### src/rtl/scv_pkg.sv
// Shared definitions for the cartridge backup RAM arbiter.
package scv_pkg;

    localparam int unsigned CART_RAM_AW = 13;
    localparam int unsigned CART_RAM_DW = 8;

    typedef enum logic [2:0] {
        IDLE   = 3'd0,
        H_WR   = 3'd1,
        H_RD   = 3'd2,
        H_DATA = 3'd3,
        ACK    = 3'd4
    } arb_state_t;

endpackage

### src/rtl/cart_ram_arb.sv
// Shares the cartridge backup RAM between the CPU bus (always first) and the
// host save-file port, which only gets RAM cycles the CPU leaves idle.
module cart_ram_arb
    import scv_pkg::*;
#(
    parameter int unsigned AW = CART_RAM_AW,
    parameter int unsigned DW = CART_RAM_DW
) (
    input  logic          CLK,
    input  logic          RESET,
    input  logic [AW-1:0] CPU_A,
    input  logic [DW-1:0] CPU_DI,
    output logic [DW-1:0] CPU_DO,
    input  logic          CPU_nCE,
    input  logic          CPU_nWE,
    input  logic          CPU_nOE,
    input  logic          WP,
    input  logic          HOST_REQ,
    input  logic          HOST_WR,
    input  logic [AW-1:0] HOST_A,
    input  logic [DW-1:0] HOST_DI,
    output logic [DW-1:0] HOST_DO,
    output logic          HOST_ACK,
    output logic [AW-1:0] RAM_A,
    output logic [DW-1:0] RAM_DI,
    input  logic [DW-1:0] RAM_DO,
    output logic          RAM_nCE,
    output logic          RAM_nWE,
    output logic          RAM_nOE,
    output logic          DIRTY,
    input  logic          DIRTY_CLR
);

    arb_state_t state_q;
    arb_state_t state_d;
    logic       host_sel;
    logic       host_we;
    logic       host_oe;
    logic       cpu_free;
    logic       cpu_wr;

    assign cpu_free = CPU_nCE;
    assign cpu_wr   = ~CPU_nCE & ~CPU_nWE & ~WP;
    assign CPU_DO   = RAM_DO;

    // Host sequencer: every host RAM cycle needs the CPU to be deselected.
    always_comb begin
        state_d  = state_q;
        host_sel = 1'b0;
        host_we  = 1'b0;
        host_oe  = 1'b0;
        case (state_q)
            IDLE: begin
                if (HOST_REQ && cpu_free) begin
                    state_d = HOST_WR ? H_WR : H_RD;
                end
            end
            H_WR: begin
                host_sel = 1'b1;
                host_we  = 1'b1;
                if (cpu_free) begin
                    state_d = ACK;
                end
            end
            H_RD: begin
                host_sel = 1'b1;
                host_oe  = 1'b1;
                if (cpu_free) begin
                    state_d = H_DATA;
                end
            end
            H_DATA: begin
                host_sel = 1'b1;
                host_oe  = 1'b1;
                // A CPU access here spoils the pending read; reissue it.
                state_d  = cpu_free ? ACK : H_RD;
            end
            ACK: begin
                state_d = IDLE;
            end
            default: begin
                state_d = IDLE;
            end
        endcase
    end

    // RAM mux: the CPU wins any cycle it selects the chip.
    always_comb begin
        RAM_A   = CPU_A;
        RAM_DI  = CPU_DI;
        RAM_nCE = 1'b1;
        RAM_nWE = 1'b1;
        RAM_nOE = 1'b1;
        if (!CPU_nCE) begin
            RAM_nCE = 1'b0;
            RAM_nWE = CPU_nWE | WP;
            RAM_nOE = CPU_nOE;
        end else if (host_sel) begin
            RAM_A   = HOST_A;
            RAM_DI  = HOST_DI;
            RAM_nCE = 1'b0;
            RAM_nWE = ~host_we;
            RAM_nOE = ~host_oe;
        end
    end

    always_ff @(posedge CLK) begin
        if (RESET) begin
            state_q  <= IDLE;
            HOST_ACK <= 1'b0;
            HOST_DO  <= '0;
        end else begin
            state_q  <= state_d;
            HOST_ACK <= (state_d == ACK);
            if (state_q == H_DATA && cpu_free) begin
                HOST_DO <= RAM_DO;
            end
        end
    end

    // Set beats clear so a CPU write racing DIRTY_CLR is never lost.
    always_ff @(posedge CLK) begin
        if (RESET) begin
            DIRTY <= 1'b0;
        end else if (cpu_wr) begin
            DIRTY <= 1'b1;
        end else if (DIRTY_CLR) begin
            DIRTY <= 1'b0;
        end
    end

endmodule

### config.mk
export PLATFORM = sky130hd
export DESIGN_NAME = cart_ram_arb
export DESIGN_NICKNAME = d
export VERILOG_FILES = /design/src/rtl/scv_pkg.sv /design/src/rtl/cart_ram_arb.sv
export SDC_FILE = /design/constraint.sdc
export NUM_CORES = 1
export LEC_CHECK = 0
export ABC_AREA = 1
export BUFFER_PORTS_ARGS = -buffer_cell sky130_fd_sc_hd__buf_2
export CORE_MARGIN = 4
export CORE_UTILIZATION = 38
export CTS_BUF_LIST = sky130_fd_sc_hd__clkbuf_8 sky130_fd_sc_hd__clkbuf_16
export CTS_CLUSTER_DIAMETER = 40
export CTS_CLUSTER_SIZE = 24
export DETAILED_ROUTE_END_ITERATION = 7
export PLACE_DENSITY = 0.86
export RECOVER_POWER = 50
export SYNTH_ARGS = -nofsm -noshare
export SYNTH_HDL_FRONTEND = slang
export SYNTH_SLANG_ARGS = --single-unit
### constraint.sdc
create_clock -name CLK -period 3.8 [get_ports CLK]
set_clock_uncertainty 0.1 [all_clocks]
set_input_delay 1.14 -clock CLK [delete_from_list [all_inputs] [get_ports CLK]]
set_output_delay 1.14 -clock CLK [all_outputs]
set_load 0.02 [all_outputs]
* Word-level counts from Yosys, hierarchy flattened *
Cells that the tools add are included.

operators by class
  equality and inequality tests = 4
  muxes and demuxes = 21
  bitwise logic cells = 8
  reduce and logical (&&, ||, !) cells = 6

operators with widths
  kind                                                 count
  two-way mux 13 bit                                   2
  two-way mux 8 bit                                    2
  two-way mux 3 bit                                    4
  case mux 3 bit (4 select lines)                      1
  two-way mux 1 bit                                    11
  equality test 3 x 2 -> 1 bit, second input constant  2
  inverter 1 bit                                       5
  equality test 3 x 1 -> 1 bit, second input constant  1
  equality test 3 bit, second input constant           1
  logical NOT 3 bit                                    1
  OR reduction 3 bit                                   1
  AND 1 bit                                            2
  logical AND 1 bit                                    2
  two-way mux 2 bit                                    1
  nonzero test 2 bit                                   1
  OR reduction 2 bit                                   1
  OR 1 bit                                             1

storage, ports and cells
  bits in registers = 13
  output and inout port bits = 42

* Depth between registers and ports, before layout *
  depth in word-level cells = 6
  depth in mapped cells = 6

* Worst setup path before layout *
No wires, ideal clock.

  path kind = input to output
  from = input port CPU_nCE
  to = output port RAM_DI[7]
  arrival time = 1745 ps
  required time = 2560 ps
  setup slack = 815 ps
  cell stages on the path = 4
  path buffers = 2
  path through = buf_2 -> buf_2 -> nand3_1 -> nand2_1

on the way
  longest elaborated chain between the ends = 1

RTL lines
  what                RTL line            source
  start: declaration  cart_ram_arb.sv:14  input logic CPU_nCE,
  two-way mux 8 bit   cart_ram_arb.sv:94  if (!CPU_nCE) begin
  end: declaration    cart_ram_arb.sv:25  output logic [DW-1:0] RAM_DI,

Every way passes these cells.

* Final worst setup path *
Same ends and word-level chain as after synthesis.

==> run summary <==
=======================================================================================
Place WS .................................................................     0.534 ns
Maximum frequency from static timing analysis ............................      309 MHz
Area Overhead vs Synth ...................................................        44.2%
Inserted Clock Buffers ...................................................            3
Global-route usage over all layers .......................................        17.9%
Final weighted congestion in routability-driven placement ................        0.856
Startpoint types .........................................................   input port
Port Buffer Count ........................................................          100
Hold_buf cts .............................................................            0
Count of distinct cell types in the synthesized netlist ..................           16
Pin count of the biggest net entering global routing .....................           24
Effective utilization at floorplan .......................................        39.8%
Clock tree from TritonCTS ................................................         done
Estimated wirelength of the detail-placed design ......................... 2510 microns
Slew margin rel. .........................................................        60.0%
Die Height ............................................................... 58.7 microns
Total power divided by cell area .........................................  297 nW/um^2
Mapped cell area .........................................................    976 sq um
Switching pwr ............................................................     0.149 mW
Data required time at the worst endpoint .................................      2.56 ns
Comb pwr share ...........................................................        37.0%
CP top delay family ...................................................... simple AND/OR/NAND/NOR gates
Internal .................................................................     0.269 mW
Core region area .........................................................   2450 sq um
Library cell used as clock root buffer ................................... sky130_fd_sc_hd__clkbuf_8
Count of fill cells added during filler insertion ........................          282
Bufs and invs on worst path ..............................................            2
Cell Chain, Critical Path ................................................ buf_2 -> nand2_2 -> nand2_1 -> nand2_1 -> buf_2
Top-level port count .....................................................          101
Final Cycle Share ........................................................        85.2%
Kind of path behind the tightest hold check ..............................      reg2reg
Status ................................................................... finished clean
First-pass GRT wire length ............................................... 4800 microns
Setup repair bufs after CTS ..............................................            0
Clock insertion delay at the later pin of the skew report ................      0.24 ns
Most common cell after layout, fill and taps aside ....................... sky130_fd_sc_hd__buf_2
Aggregate global routing overflow ........................................            0
Reg2reg setup slack ......................................................      2.27 ns
Final critical delay including setup and external delays .................      3.24 ns
Sinks on Clock Net .......................................................           13
Share of post-route cells with drive strength above 1 ....................        36.5%
Number of standard-cell rows in the floorplan ............................           18
Class of the most critical setup path ....................................       in2out
Area of the multi-input gates ............................................    518 sq um
Combined flip-flop and latch cell area ...................................    260 sq um
LEAKAGE ..................................................................     0.859 nW
Via count of the first global-routing pass ...............................         1142
Setup TNS ................................................................         0 ns
Post-Syn Instances .......................................................          166
Setup-violating endpoint count in the final report .......................            0
Number of nets produced by synthesis .....................................          225
Type of element capturing the critical path .............................. primary output
Number of detailed-route iterations in the first pass ....................            4
Worst Setup Slack, final .................................................     0.563 ns
Worst path arrival time ..................................................      2.00 ns
Initial antenna violation count ..........................................            0
Number of gates resized after cts ........................................            0
Die Footprint ............................................................   3440 sq um
Post-layout total power ..................................................     0.418 mW
Switching Share ..........................................................        35.7%
Number of violations reported at the end of detailed-routing iteration 0 .           97
Fin nets .................................................................          315
DRT Wirelength ........................................................... 3130 microns
H-tree lvl count .........................................................            1
Slew @ Worst Pin .........................................................     0.598 ns
RSZ-0062 raised after global routing .....................................        false
Average detailed-routed wire length per instance ......................... 11.0 microns
Worst-path cell with the longest stage delay ............................. sky130_fd_sc_hd__nand2_2
Maximum clock insertion buffer count .....................................            2
Via count normalized by instance count ...................................         4.58
Clk slew on worst S/H paths ..............................................      0.05 ns
Via count ................................................................         1304
Slowest Stage Delay on Critical Path .....................................      0.27 ns
Sequential cell fraction of total power ..................................        34.2%
Maximum vdd drop .........................................................       210 uV
Ant. Diodes ..............................................................            0
FF+latch count, synth ....................................................           13
Number of hold-slack violations in the final timing report ...............            0
Commonest cells after routing, fill and taps aside ....................... sky130_fd_sc_hd__buf_2 (86), sky130_fd_sc_hd__nand2_1 (66), sky130_fd_sc_hd__nand3_1 (24)
Total of max-cap violations ..............................................            0
Horiz. Die Dim ........................................................... 58.7 microns
Average size of a mapped cell ............................................   5.88 sq um
Count of unresolved DRC violations after routing .........................            0
Final-report max-slew violation count ....................................            0
Synth Warn # .............................................................            0
Clock network fraction of total power ....................................        28.8%
Number of nets with antenna violations after detailed routing ............            0
Seq/Total Area, Yosys ....................................................        26.7%
Highest fanout seen on the critical path .................................           21
=======================================================================================
-- through the flow --
stage	cell area, sq um	hold slack, ns	cells	util (%)
after CTS	1440	0.367	285	58.7
final	1410	0.362	285	57.3
after detailed placement	1400	0.359	281	56.8
after global routing	1410	0.396	285	57.3
after global placement	1400	0.355	281	56.8
after floorplan	976	0.420	166	-
-- worst register-to-register path: stages (launching register included) --
cell and delay, ns:
sky130_fd_sc_hd__dfxtp_1 0.36, sky130_fd_sc_hd__inv_1 0.13, sky130_fd_sc_hd__nand4_1 0.48, sky130_fd_sc_hd__nor2_1 0.27, sky130_fd_sc_hd__nor2_1 0.07
-- flip-flops by register name, indices dropped and copies added, names as in the netlist --
| name | cells |
|---|---|
| HOST_DO | 8 |
| HOST_ACK | 1 |
| DIRTY | 1 |
| state_q | 3 |
-- cell usage after synthesis --
library cell               count  share of area [%]
sky130_fd_sc_hd__nand2_1      66                 25
sky130_fd_sc_hd__nand3_1      24                 12
sky130_fd_sc_hd__nor2_1       20                7.7
sky130_fd_sc_hd__inv_1        15                5.8
sky130_fd_sc_hd__dfxtp_1      13                 27
sky130_fd_sc_hd__buf_4        10                7.7
sky130_fd_sc_hd__a21oi_1       3                1.5
sky130_fd_sc_hd__buf_2         3                1.5
sky130_fd_sc_hd__nor3_1        3                1.5
sky130_fd_sc_hd__buf_6         2                2.3
sky130_fd_sc_hd__o21a_1        2                1.5
sky130_fd_sc_hd__clkbuf_8      1                1.4
sky130_fd_sc_hd__nand2_2       1               0.64
sky130_fd_sc_hd__nand4_4       1                2.2
sky130_fd_sc_hd__nor2_2        1               0.64
sky130_fd_sc_hd__nor2_4        1                1.2
-- cell families (layout without fill, tap and decap cells) --
family / Yosys count / in the layout / share of synthesized area, %
AO/OA/AOI/OAI: 5 / 5 / 3.08
buffers and inverters: 31 / 120 / 18.7
flip-flops: 13 / 13 / 26.7
AND/OR/NAND/NOR: 117 / 117 / 51.5
-- layout make-up --
| class | instances | share of cell area (%) |
|---|---|---|
| clock buffer | 3 | 2.93 |
| inverter | 15 | 4.00 |
| timing repair buffer | 101 | 34.8 |
| tap | 30 | 2.67 |
| sequential | 13 | 18.5 |
| clock inverter | 1 | 0.267 |
| multi-input combinational | 122 | 36.8 |
-- power groups by stage --
| stage | clock network, mW | logic, mW | registers, mW |
|---|---|---|---|
| 6_report | 0.121 | 0.154 | 0.143 |
| 5_1_grt | 0.130 | 0.170 | 0.143 |
| 4_1_cts | 0.124 | 0.157 | 0.143 |
| 3_5_place_dp | 0 | 0.156 | 0.146 |
| 3_3_place_gp | 0 | 0.155 | 0.146 |
| 2_1_floorplan | 0 | 0.101 | 0.148 |
-- routing by layer --
layer | part of all wire [%] | GRT usage, % | vias to the layer above
li1 | - | - | 679
met5 | 0 | 0 | -
met2 | 46 | 31.6 | 72
met4 | 1.4 | 6.80 | 0
met1 | 37 | 19.4 | 548
met3 | 16 | 6.58 | 5
-- path summary, 6_finish.rpt --
path         startpoint    endpoint  depth (start not counted)
min               DIRTY       DIRTY                          2
max reg2reg  state_q[2]  HOST_DO[7]                          4
min reg2reg       DIRTY       DIRTY                          2
max             CPU_nCE   RAM_DI[7]                          5
Note: power is estimated with default switching activity, not from simulation.
